File: src/rtl/user_data_check.sv
// Receive-side checker for the 64-bit AXI-Stream user data path.
// Verifies incrementing payload, full tkeep and exact frame length, and keeps saturating statistics.
module user_data_check #(
    parameter int P_FRAME_LEN = 100
) (
    input  logic        i_clk,
    input  logic        i_rst,
    input  logic        i_clr,
    input  logic [63:0] s_axi_rx_tdata,
    input  logic [7:0]  s_axi_rx_tkeep,
    input  logic        s_axi_rx_tlast,
    input  logic        s_axi_rx_tvalid,
    output logic        o_frame_done,
    output logic        o_frame_ok,
    output logic [15:0] o_good_cnt,
    output logic [15:0] o_bad_cnt,
    output logic [15:0] o_beat_err_cnt,
    output logic        o_err_sticky
);

    localparam logic [15:0] LAST_IDX = 16'(P_FRAME_LEN - 1);

    typedef enum logic [1:0] {S_IDLE, S_RECV, S_DROP} state_t;

    state_t      state, state_nxt;
    logic [15:0] r_idx, idx_nxt, idx;
    logic        frame_bad, bad_nxt;
    logic        beat_err, done_c, ok_c, at_last;
    logic        frame_done, frame_ok, err_sticky;
    logic [15:0] good_cnt, bad_cnt, beat_err_cnt;

    function automatic logic [15:0] sat_inc(input logic [15:0] v);
        return (v == 16'hFFFF) ? v : v + 16'd1;
    endfunction

    // A beat seen in S_IDLE is always beat 0 of a fresh frame.
    assign idx     = (state == S_RECV) ? r_idx : 16'd0;
    assign at_last = (idx == LAST_IDX);

    always_comb begin
        state_nxt = state;
        idx_nxt   = r_idx;
        bad_nxt   = frame_bad;
        beat_err  = 1'b0;
        done_c    = 1'b0;
        ok_c      = 1'b0;
        if (s_axi_rx_tvalid) begin
            case (state)
                S_IDLE, S_RECV: begin
                    beat_err = (s_axi_rx_tdata != {48'd0, idx}) || (s_axi_rx_tkeep != 8'hFF);
                    bad_nxt  = ((state == S_RECV) && frame_bad) || beat_err;
                    if (s_axi_rx_tlast) begin
                        done_c    = 1'b1;
                        ok_c      = !bad_nxt && at_last;
                        state_nxt = S_IDLE;
                        idx_nxt   = 16'd0;
                        bad_nxt   = 1'b0;
                    end else if (!at_last) begin
                        state_nxt = S_RECV;
                        idx_nxt   = idx + 16'd1;
                    end else begin
                        state_nxt = S_DROP;
                        bad_nxt   = 1'b1;
                    end
                end
                S_DROP: begin
                    if (s_axi_rx_tlast) begin
                        done_c    = 1'b1;
                        state_nxt = S_IDLE;
                        idx_nxt   = 16'd0;
                        bad_nxt   = 1'b0;
                    end
                end
                default: state_nxt = S_IDLE;
            endcase
        end
    end

    always_ff @(posedge i_clk) begin
        if (i_rst) begin
            state        <= S_IDLE;
            r_idx        <= 16'd0;
            frame_bad    <= 1'b0;
            frame_done   <= 1'b0;
            frame_ok     <= 1'b0;
            good_cnt     <= 16'd0;
            bad_cnt      <= 16'd0;
            beat_err_cnt <= 16'd0;
            err_sticky   <= 1'b0;
        end else begin
            state      <= state_nxt;
            r_idx      <= idx_nxt;
            frame_bad  <= bad_nxt;
            frame_done <= done_c;
            frame_ok   <= ok_c;
            // Clear wins over a same-cycle increment; the FSM and report pulse are unaffected.
            if (i_clr) begin
                good_cnt     <= 16'd0;
                bad_cnt      <= 16'd0;
                beat_err_cnt <= 16'd0;
                err_sticky   <= 1'b0;
            end else begin
                if (done_c && ok_c)
                    good_cnt <= sat_inc(good_cnt);
                if (done_c && !ok_c)
                    bad_cnt <= sat_inc(bad_cnt);
                if (beat_err)
                    beat_err_cnt <= sat_inc(beat_err_cnt);
                if (beat_err || (done_c && !ok_c))
                    err_sticky <= 1'b1;
            end
        end
    end

    assign o_frame_done   = frame_done;
    assign o_frame_ok     = frame_ok;
    assign o_good_cnt     = good_cnt;
    assign o_bad_cnt      = bad_cnt;
    assign o_beat_err_cnt = beat_err_cnt;
    assign o_err_sticky   = err_sticky;

endmodule

File: config.mk
export PLATFORM = sky130hd
export DESIGN_NAME = user_data_check
export DESIGN_NICKNAME = d
export VERILOG_FILES = /design/src/rtl/user_data_check.sv
export SDC_FILE = /design/constraint.sdc
export NUM_CORES = 1
export LEC_CHECK = 0
export CORE_MARGIN = 2
export CORE_UTILIZATION = 30
export CTS_CLUSTER_DIAMETER = 100
export DETAILED_ROUTE_END_ITERATION = 7
export PLACE_DENSITY = 0.57
export SLEW_MARGIN = 40
export SYNTH_ARGS = -nofsm -noshare
export SYNTH_HDL_FRONTEND = slang
export SYNTH_SLANG_ARGS = --single-unit
File: constraint.sdc
create_clock -name i_clk -period 3.8 [get_ports i_clk]
set_clock_uncertainty 0.15 [all_clocks]
set_input_delay 0.38 -clock i_clk [delete_from_list [all_inputs] [get_ports i_clk]]
set_output_delay 0.38 -clock i_clk [all_outputs]
set_load 0.02 [all_outputs]
== Word level (Yosys, flattened, before mapping) ==
Index checks and enable logic that the tools add are counted.
Storage, ports and cells
  register bits: 70
  input bits: 77
  output and inout port bits: 51
  logic and storage cells: 67
Cells by class
  add/sub/neg operators: 4
  equal/unequal tests: 10
  mux-type cells: 21
  bitwise logic cells: 3
  reduce and logical (&&, ||, !) cells: 20
Operator list (number)
  $add A16 B1 Y16 const B: 4
  $mux W16: 4
  $ne A64 B16 Y1: 1
  $eq A16 B16 Y1 const B: 3
  $pmux W16 S2: 1
  $eq A16 B7 Y1 const B: 1
  $mux W1: 11
  $ne A8 B8 Y1 const B: 1
  $reduce_and A2 Y1: 4
  $mux W2: 3
  $logic_and A1 B1 Y1: 4
  $pmux W2 S2: 1
  $reduce_and A4 Y1: 1
  $reduce_or A2 Y1: 2
  $logic_or A1 B1 Y1: 3
  $ne A3 B3 Y1 const B: 1
  $not A1 Y1: 3
  $reduce_and A3 Y1: 1
  $reduce_or A3 Y1: 1
  $eq A2 B1 Y1 const B: 1
  $eq A2 B2 Y1 const B: 1
  $logic_not A1 Y1: 2
  $logic_not A2 Y1: 1
  $ne A2 B2 Y1 const B: 1
  other kinds (2): 2

== Longest topological paths before layout ==
Gate-level depths: netlist (run 1).
  depth after elaboration: 13
  gate-level depth with buffers: 16
  mapped depth without buffers: 11

== Worst setup path after synthesis (run 1) ==
Ideal clock, no wire load.
  kind: reg2reg
  start point: register state[0]
  end point: register good_cnt[14], in the netlist o_good_cnt[14]
  setup time: 0.074 ns
  arrival: 2.973 ns
  required time: 3.576 ns
  path slack: 0.603 ns
  cell stages (with the launch flop): 16
  path buffers: 5
  period minus slack after synthesis: 3.197 ns
  cell sequence: dfxtp_1 > buf_2 > nor2b_1 > buf_2 > clkbuf_1 > and2_1 > ha_1 > nor4b_1 > nand2_1 > nor3_1 > nand4_1 > nor4_4 > buf_6 > buf_8 > a41oi_2 > nor3_2
On the way
  longest elaborated chain between the ends: 12
  elaborated cells on any way between the ends: 20
  those cells by class: 4 x eq/ne; 6 x mux; 10 x reduce/logical
RTL lines
  start, declared: RTL line 25  | state_t state, state_nxt;
  start signal, assigned: RTL line 91  | state <= state_nxt;
  $eq A2 B1 Y1: RTL line 37, 48, 51
  $mux W16: RTL line 37  | assign idx = (state == S_RECV) ? r_idx : 16'd0;
  $ne A64 B16 Y1: RTL line 50  | beat_err = (s_axi_rx_tdata != {48'd0, idx}) || (s_axi_rx_tkeep != 8'hFF);
  $logic_or A1 B1 Y1: RTL line 50
  $logic_or A1 B1 Y1: RTL line 51  | bad_nxt = ((state == S_RECV) && frame_bad) || beat_err;
  $logic_not A1 Y1: RTL line 54  | ok_c = !bad_nxt && at_last;
  $logic_and A1 B1 Y1: RTL line 54
  $mux W1: RTL line 52  | if (s_axi_rx_tlast) begin
  $mux W1: RTL line 48  | case (state)
  $mux W1: RTL line 47  | if (s_axi_rx_tvalid) begin
  $logic_and A1 B1 Y1 *: RTL line 103  | if (done_c && ok_c)
  $reduce_and A2 Y1 (no line) *
  end signal, assigned: RTL line 104  | good_cnt <= sat_inc(good_cnt);
  end, declared: RTL line 30  | logic [15:0] good_cnt, bad_cnt, beat_err_cnt;
Every way passes the cells marked *; elsewhere a longest branch is shown, timed or not.
A chain may end at the register's enable or synchronous reset.

== Worst setup path after layout (run 1) ==
  start point: register state[0]
  end point: register bad_cnt[12], in the netlist o_bad_cnt[12]
On the way
  longest elaborated chain between the ends: 13
  elaborated cells on any way between the ends: 21
  those cells by class: 4 x eq/ne; 6 x mux; 11 x reduce/logical
RTL lines
  $eq A2 B1 Y1: RTL line 37, 48, 51
  $mux W16: RTL line 37
  $ne A64 B16 Y1: RTL line 50
  $logic_or A1 B1 Y1: RTL line 50
  $logic_or A1 B1 Y1: RTL line 51
  $logic_not A1 Y1: RTL line 54
  $logic_and A1 B1 Y1: RTL line 54
  $mux W1: RTL line 52
  $mux W1: RTL line 48
  $mux W1: RTL line 47
  $logic_not A1 Y1: RTL line 105  | if (done_c && !ok_c)
  $logic_and A1 B1 Y1 *: RTL line 105
  $reduce_and A2 Y1 (no line) *
  end signal, assigned: RTL line 106  | bad_cnt <= sat_inc(bad_cnt);
  end, declared: RTL line 30
Marked as above.

==> results.yml, run 1 <==
grt:
  grt_pass1_wl_mm: 21.92
  grt_usage: 0.1805
  overflow: 0
  antenna_found_initial: 0
  grt_start_max_net_pins: 40
  grt_pass1_vias: 4495
clock_tree:
  path_clk_slew_ps: 60
  htree_levels: 3
  cts.path.max_buffers: 2
  clock_tree.root_cell: "clkbuf_16"
  numCtsBuffers: 9
  holdBufCountCts: 0
  cts_resized: 0
  cts_tree: "yes"
  clock_latency_ps: 340
  clock-sinks: 70
  post-cts-setup-buffers: 0
route:
  finalWirelength_mm: 13.99
  wl_met3_mm: 1.113
  top_layer: "met4"
  dr_total_vias: 4779
  viasPerCell: 5.609
  met1_length_mm: 6.260
  wl_met2_mm: 6.467
  drc_errors: 0
  first_pass_iters: 5
  wl_per_cell_um: 16.42
  drtIter0Drc: 246
  antenna_left: 0
cells_and_area:
  regArea_sq_um: 1401
  nets: 748
  multi_input_area_sq_um: 2698
  fin_cells: 852
  drive_gt1_frac: 0.06399
  final_common_cell: "clkdlybuf4s50_1"
  layout_common_cells: "clkdlybuf4s50_1 (127), dfxtp_1 (70), nand2_1 (52), nor2_1 (48), a21oi_1 (39)"
  nFillCells: 1368
  syn2layout_area_growth_pct: 40.55
  antennaDiodeCount: 0
yosys:
  syn_inst: 552
  yosysSeqAreaShare: 0.3270
  syn_nets: 633
  synthFlopType: "dfxtp_1"
  avgSynthCellArea_sq_um: 7.763
  postSynth.asyncResetShare: 0
  yosysWarnings: 0
  ys_ff_latch: 70
  synth-edff-count: 0
  syn_area_sq_um: 4285
  synthDistinctLibCells: 58
worst_setup_path:
  cp_max_fo: 34
  end_kind: "flop"
  startpoint_type: "flop"
  worst_ep_required_time_ps: 3880
  arrival_ps: 3470
  worstSetupPathType: "reg2reg"
timing:
  slew-limit-headroom: 0.3993
  tightest_slew_ps: 901.1
  setup_tns_ps: 0
  grt_setup_unrepaired: "false"
  final_hold_viol_count: 0
  finalMaxSlewViolations: 0
  fmax_mhz: 295.2
  min_period_ps: 3388
  setup_viol: 0
  post-route-period-util: 0.8915
floorplan:
  rows: 43
  ios: 128
  die_area_sq_um: 15260
  core_sq_um: 13930
  die_h_um: 123.5
  start_util: 0.3075
  die_width_um: 123.5
power_and_ir_drop:
  p_switching_w: 0.0004166
  pwr-share-seq: 0.413
  vdd_ir_drop_max_mv: 0.1675
  clkPwrFrac: 0.484
  internal_power_w: 0.001383
  leakage_nw: 1.929
  power_frac_comb: 0.103
  swShare: 0.2315
  powerDensity_nw_per_um2: 298.8
placed_design:
  port_buffers: 127
  dp.cells: 836
  gp_congestion: 0.8934
  hpwlAfterDp_mm: 10.11
run_status:
  outcome: "finished clean"
job:
  drv_cap: 0
min_path:
  hold_path_class: "reg2reg"
final timing paths:
path	slack, ps	to	cells past startpoint	start
max reg2reg	410	o_bad_cnt[12]	12	state[0]
max	410	o_bad_cnt[12]	12	state[0]
min reg2reg	340	o_err_sticky	1	o_err_sticky
min	340	o_err_sticky	1	o_err_sticky
synth_stat cells (3+ instances only):
cell type | n | share of area
xnor2_1 | 5 | 0.010
nand4b_1 | 3 | 0.0061
o211ai_1 | 3 | 0.0053
a31o_2 | 7 | 0.014
and3_1 | 12 | 0.018
and4_1 | 4 | 0.0082
nand2b_1 | 11 | 0.016
a41oi_1 | 3 | 0.0061
nor3b_1 | 3 | 0.0053
nor4bb_1 | 3 | 0.0070
and4b_1 | 3 | 0.0070
ha_1 | 4 | 0.012
nand2_1 | 52 | 0.046
a32oi_1 | 6 | 0.012
o21a_1 | 3 | 0.0053
a21oi_1 | 39 | 0.046
nor2b_1 | 4 | 0.0058
a211oi_1 | 4 | 0.0070
or4_1 | 15 | 0.026
o32ai_1 | 3 | 0.0061
a311oi_1 | 3 | 0.0061
and2_1 | 4 | 0.0058
nor4_1 | 26 | 0.038
or3_1 | 27 | 0.039
clkbuf_1 | 20 | 0.018
a31oi_1 | 3 | 0.0044
nor3_1 | 13 | 0.015
mux2i_1 | 10 | 0.023
or4b_2 | 3 | 0.0070
dfxtp_1 | 70 | 0.33
inv_1 | 14 | 0.012
buf_2 | 6 | 0.0070
nand3_1 | 24 | 0.028
o31ai_1 | 12 | 0.021
nor2_1 | 48 | 0.042
o21ai_0 | 27 | 0.032
nand4_1 | 27 | 0.039
flip-flops by register name, indices dropped and copies added, names as in the netlist:
signal,count
frame_bad,1
o_bad_cnt,16
o_beat_err_cnt,16
o_err_sticky,1
o_frame_done,1
o_frame_ok,1
o_good_cnt,16
r_idx,16
state,2
routing by layer:
metal / global-route usage / vias up
li1: - / 2351
met1: 0.2319 / 2221
met2: 0.2974 / 196
met3: 0.04105 / 11
met4: 0.06108 / 0
met5: 0 / -
cell families after synthesis:
logic type	after synthesis	share of synthesized area
AO/OA/AOI/OAI	127	0.1950
XOR/XNOR	5	0.01022
adder cells (fa/ha/maj)	4	0.01168
buffers and inverters	44	0.04642
flip-flops	70	0.3270
multiplexers	10	0.02336
AND/OR/NAND/NOR	292	0.3863
final cells by class:
class                   count  share of cell area
flip-flops and latches     70              0.2327
inverters                  14            0.008725
well taps                 180             0.03739
clock buffers              12             0.04258
multi-input cells         438              0.4479
repair buffers            134              0.2219
clock inverters             4            0.008932
power by group through the flow:
stage               combinational [W]  clock, W  sequential (W)
floorplan                   0.0000657         0        0.000759
global placement             0.000182         0        0.000759
detailed placement           0.000184         0        0.000759
CTS                          0.000185  0.000897        0.000743
global route                 0.000199  0.000930        0.000743
finish                       0.000185  0.000872        0.000743
worst max-delay path: stages (launching register included):
cell	delay (ps)
dfxtp_1	510
nor2b_1	370
nand2_1	130
inv_1	70
ha_1	200
nor4b_1	260
nand2_1	150
nor3_1	190
nand4_1	230
nor4_4	390
buf_12	220
nor3_1	80
a2111oi_2	330
through the flow:
step / hold WS, ps / instance area (sq um) / setup slack (ps) / power, W / utilization
floorplan: 360.6 / 4285 / 603.0 / 0.0008249 / -
global placement: 327.2 / 5710 / 581.4 / 0.0009406 / 0.4098
detailed placement: 332.1 / 5710 / 458.0 / 0.0009431 / 0.4098
CTS: 349.2 / 6021 / 433.0 / 0.001825 / 0.4321
global route: 371.4 / 6023 / 110.2 / 0.001873 / 0.4323
finish: 341.1 / 6023 / 412.3 / 0.001800 / 0.4323
No activity file was read; power rests on OpenSTA's default activity.
==> run 2, diff against run 1 <==
Settings changed: MAX_ROUTING_LAYER set to met4.
==> results.yml, run 2 (synthesis gave the netlist of run 1 again) <==
grt:
  grt_pass1_vias: 4539
  grt_pass1_wl_mm: 22.38
  grt_start_max_net_pins: 40
  overflow: 0
  grt_usage: 0.1900
  antenna_found_initial: 0
route:
  drc_errors: 0
  dr_total_vias: 4814
  first_pass_iters: 5
  viasPerCell: 5.650
  antenna_left: 0
  finalWirelength_mm: 14.29
  drtIter0Drc: 204
  wl_per_cell_um: 16.78
clock_tree:
  clock-sinks: 70
  cts.path.max_buffers: 2
  cts_tree: "yes"
  clock_tree.root_cell: "clkbuf_16"
  cts_resized: 0
  holdBufCountCts: 0
  post-cts-setup-buffers: 0
  clock_latency_ps: 330
  htree_levels: 3
  numCtsBuffers: 9
  path_clk_slew_ps: 60
worst_setup_path:
  arrival_ps: 3280
  end_kind: "flop"
  path_common_cell: "nor3_1"
  cp_cell_sequence: "nor2b_1 -> and2_1 -> ha_1 -> nor4b_1 -> nand2_1 -> nor3_1 -> nand4_1 -> nor4_4 -> buf_12 -> nor3_1 -> a2111oi_2"
  cp_slowest_cell: "dfxtp_1"
  r2r_end: "o_bad_cnt[12]"
  cp_max_fo: 34
  reg2reg_from: "state[0]"
  ff2ff_path_depth: 11
  worst_ep_required_time_ps: 3880
  regToRegSetupSlack_ps: 600
  crit_path_start: "state[0]"
  worstSetupPathType: "reg2reg"
  startpoint_type: "flop"
  slowest_delay_ps: 510
  endpoint: "o_bad_cnt[12]"
placed_design:
  gp_congestion: 0.8986
  place_ws_ps: 608.4
  hpwlAfterDp_mm: 10.40
  port_buffers: 127
  place_area_sq_um: 5710
  dp.cells: 836
cells_and_area:
  drive_gt1_frac: 0.06548
  finalInstanceArea_sq_um: 6066
  syn2layout_area_growth_pct: 41.55
  layout_common_cells: "clkdlybuf4s50_1 (127), dfxtp_1 (70), nand2_1 (52), nor2_1 (48), a21oi_1 (39)"
  nets: 748
  antennaDiodeCount: 0
  final_common_cell: "clkdlybuf4s50_1"
  fin_cells: 852
floorplan:
  ios: 128
  rows: 43
  core_sq_um: 13930
  start_util: 0.3075
  die_area_sq_um: 15260
  die_h_um: 123.5
  die_width_um: 123.5
timing:
  fmax_mhz: 312.3
  tightest_slew_ps: 833.7
  setup_tns_ps: 0
  layout_setup_ws_ps: 597.7
  post-route-period-util: 0.8427
  grt_setup_unrepaired: "false"
  finalMaxSlewViolations: 0
  slew-limit-headroom: 0.4442
  min_period_ps: 3202
  final_hold_viol_count: 0
  setup_viol: 0
job:
  drv_cap: 0
power_and_ir_drop:
  powerDensity_nw_per_um2: 318.3
  vdd_ir_drop_max_mv: 0.1682
  leakage_nw: 1.956
run_status:
  outcome: "finished clean"
min_path:
  hold_path_class: "reg2reg"
## run 2: critical path, delay by kind of cell (launching register included)
kind | cells | cell delay [ps]
buffers and inverters | 1 | 220
flip-flops | 1 | 510
AO/OA/AOI/OAI | 1 | 330
adder cells (fa/ha/maj) | 1 | 200
AND/OR/NAND/NOR | 8 | 1690
## run 2: report_power, final
part	switching, W	internal (W)	leakage [nW]
clock network	0.000340	0.000664	0.173
registers	0.00000504	0.000738	0.565
logic	0.0000858	0.0000985	1.22
total	0.000431	0.00150	1.96
## run 2: routing by layer
layer	wire length, um	share of wire	global-route usage	up-vias
met5	0	0	-	-
met4	267	0.019	0.07741	0
met3	967	0.068	0.03183	18
met2	6636	0.46	0.3032	166
met1	6421	0.45	0.2383	2281
li1	-	-	-	2349
## run 2: worst min path at each step
stage                              from             to  cells past startpoint  slack [ps]
final                      o_err_sticky   o_err_sticky                      1         340
after global routing       o_err_sticky   o_err_sticky                      1         360
after CTS                  o_bad_cnt[5]   o_bad_cnt[5]                      2         350
after detailed placement   o_err_sticky   o_err_sticky                      1         340
after global placement    o_good_cnt[8]  o_good_cnt[8]                      2         330
after floorplan                r_idx[6]       r_idx[6]                      2         360
## run 2: metrics by stage
| step | hold slack [ps] | power (W) | utilization |
|---|---|---|---|
| after floorplan | 360.6 | 0.0008249 | - |
| after detailed placement | 338.4 | 0.0009431 | 0.4098 |
| final | 340.6 | 0.001930 | 0.4353 |
| after global routing | 362.9 | 0.002001 | 0.4353 |
| after global placement | 326.3 | 0.0009403 | 0.4098 |
| after CTS | 351.5 | 0.001954 | 0.4353 |
## run 2: final cells by class
class	instances	area [sq um]
fillers	1407	7869
multi-input cells	438	2695
flip-flops and latches	70	1401
repair buffers	134	1336
clock buffers	10	239.0
well taps	180	225.2
clock inverters	6	116.4
inverters	14	52.55
==> run 3, diff against run 2 <==
Clock period 3.8 ns to 3.05 ns, I/O delays scaled along.
==> results.yml, run 3 (synthesis gave the netlist of run 1 again) <==
clock_tree:
  clock-sinks: 70
  numCtsBuffers: 9
  htree_levels: 3
  cts.path.max_buffers: 2
  holdBufCountCts: 0
  cts_tree: "yes"
  post-cts-setup-buffers: 0
  clock_tree.root_cell: "clkbuf_16"
  clock_latency_ps: 330
  path_clk_slew_ps: 50
worst_setup_path:
  worst_ep_required_time_ps: 3130
  regToRegSetupSlack_ps: 140
  slowest_delay_ps: 700
  arrival_ps: 2980
  cp_cell_sequence: "nor2b_4 -> and2_1 -> ha_1 -> nor4b_2 -> nand2_1 -> nor3_1 -> nand4_1 -> nor4_4 -> buf_4 -> or4b_2 -> a2111oi_2"
  ff2ff_path_depth: 11
  r2r_end: "o_bad_cnt[12]"
  end_kind: "flop"
  cp_slowest_cell: "or4b_2"
  worstSetupPathType: "reg2reg"
  cp_max_fo: 7
  reg2reg_from: "state[1]"
  startpoint_type: "flop"
job:
  drv_cap: 0
route:
  dr_total_vias: 4765
  top_layer: "met4"
  wl_met3_um: 669
  finalWirelength_mm: 13.63
  met1_length_mm: 6.022
  drc_errors: 0
  antenna_left: 0
  wl_met2_mm: 6.836
  first_pass_iters: 5
  viasPerCell: 5.515
  wl_per_cell_um: 15.77
  drtIter0Drc: 471
grt:
  overflow: 0
  grt_start_max_net_pins: 34
  grt_pass1_vias: 4594
  grt_pass1_wl_mm: 22.14
  grt_usage: 0.1876
  antenna_found_initial: 0
cells_and_area:
  drive_gt1_frac: 0.08772
  syn2layout_area_growth_pct: 43.65
  finalInstanceArea_sq_um: 6156
  final_common_cell: "clkdlybuf4s50_1"
  antennaDiodeCount: 0
  nets: 760
  layout_common_cells: "clkdlybuf4s50_1 (127), dfxtp_1 (70), nand2_1 (52), nor2_1 (48), a21oi_1 (39)"
placed_design:
  port_buffers: 127
  place_ws_ps: -38.61
  gp_congestion: 0.8581
  hpwlAfterDp_mm: 10.40
  place_area_sq_um: 5813
floorplan:
  rows: 43
  die_h_um: 123.5
  die_width_um: 123.5
  start_util: 0.3075
  core_sq_um: 13930
  die_area_sq_um: 15260
  ios: 128
timing:
  finalMaxSlewViolations: 0
  final_hold_viol_count: 0
  grt_setup_unrepaired: "false"
  tightest_slew_ps: 819.8
  fmax_mhz: 344.2
  setup_tns_ps: 0
  slew-limit-headroom: 0.4535
  post-route-period-util: 0.9525
  setup_viol: 0
  layout_setup_ws_ps: 144.7
  min_period_ps: 2905
power_and_ir_drop:
  leakage_nw: 2.012
  power_frac_comb: 0.107
  p_switching_w: 0.0005253
  clkPwrFrac: 0.483
  pwr-share-seq: 0.410
  internal_power_w: 0.001728
  swShare: 0.2331
  powerDensity_nw_per_um2: 366.0
  vdd_ir_drop_max_mv: 0.3556
run_status:
  outcome: "finished clean"
min_path:
  hold_path_class: "reg2reg"
  hold_start: "o_bad_cnt[5]"
  min_to: "o_bad_cnt[5]"
  hold_depth: 2
## run 3: worst max-delay path by stage
stage	startpoint	to	slack (ps)	cells past startpoint
2_1_floorplan	state[0]	o_bad_cnt[12]	30	13
3_3_place_gp	s_axi_rx_tkeep[6]	o_bad_cnt[1]	-20	9
3_5_place_dp	state[0]	o_good_cnt[5]	-40	11
4_1_cts	state[0]	o_good_cnt[5]	40	11
5_1_grt	state[1]	o_bad_cnt[12]	6	11
6_report	state[1]	o_bad_cnt[12]	140	11
## run 3: final cells by class
| cell class | instances | area [sq um] |
|---|---|---|
| Sequential cell | 70 | 1401 |
| Timing Repair Buffer | 146 | 1443 |
| Inverter | 14 | 52.55 |
| Clock inverter | 5 | 57.56 |
| Multi-Input combinational cell | 438 | 2724 |
| Tap cell | 180 | 225.2 |
| Fill cell | 1410 | 7779 |
| Clock buffer | 11 | 252.7 |
## run 3: timing repair
| action | CTS | global route |
|---|---|---|
| resized for setup | 1 | 5 |
| pin swaps | 0 | 1 |
| setup endpoints to repair | 12 | 34 |
## run 3: power groups by stage
stage               Clock, W  Sequential, W  Combinational [W]
floorplan                  0       0.000946          0.0000820
global placement           0       0.000944           0.000235
detailed placement         0       0.000944           0.000238
CTS                  0.00112       0.000924           0.000239
global route         0.00115       0.000925           0.000260
finish               0.00109       0.000924           0.000241
## run 3: worst max-delay path: cells and delay by family (launching register included)
kind | cells | cell delay, ps
AOI/OAI and AO/OA | 1 | 370
adders and majority gates | 1 | 200
buffers and inverters | 1 | 160
DFF | 1 | 410
and+or+nand+nor | 8 | 1500
## run 3: per-stage QoR
stage	util	cells	total power, W	hold WS (ps)
floorplan	-	552	0.001028	323.7
global placement	0.4172	848	0.001179	332.0
detailed placement	0.4172	848	0.001182	344.3
CTS	0.4396	864	0.002281	351.8
global route	0.4418	864	0.002337	370.0
finish	0.4418	864	0.002253	350.1
## run 3: metal layers
layer,vias up,global-route usage
li1,2373,-
met4,0,0.04901
met2,156,0.3201
met3,6,0.03828
met5,-,-
met1,2230,0.2251
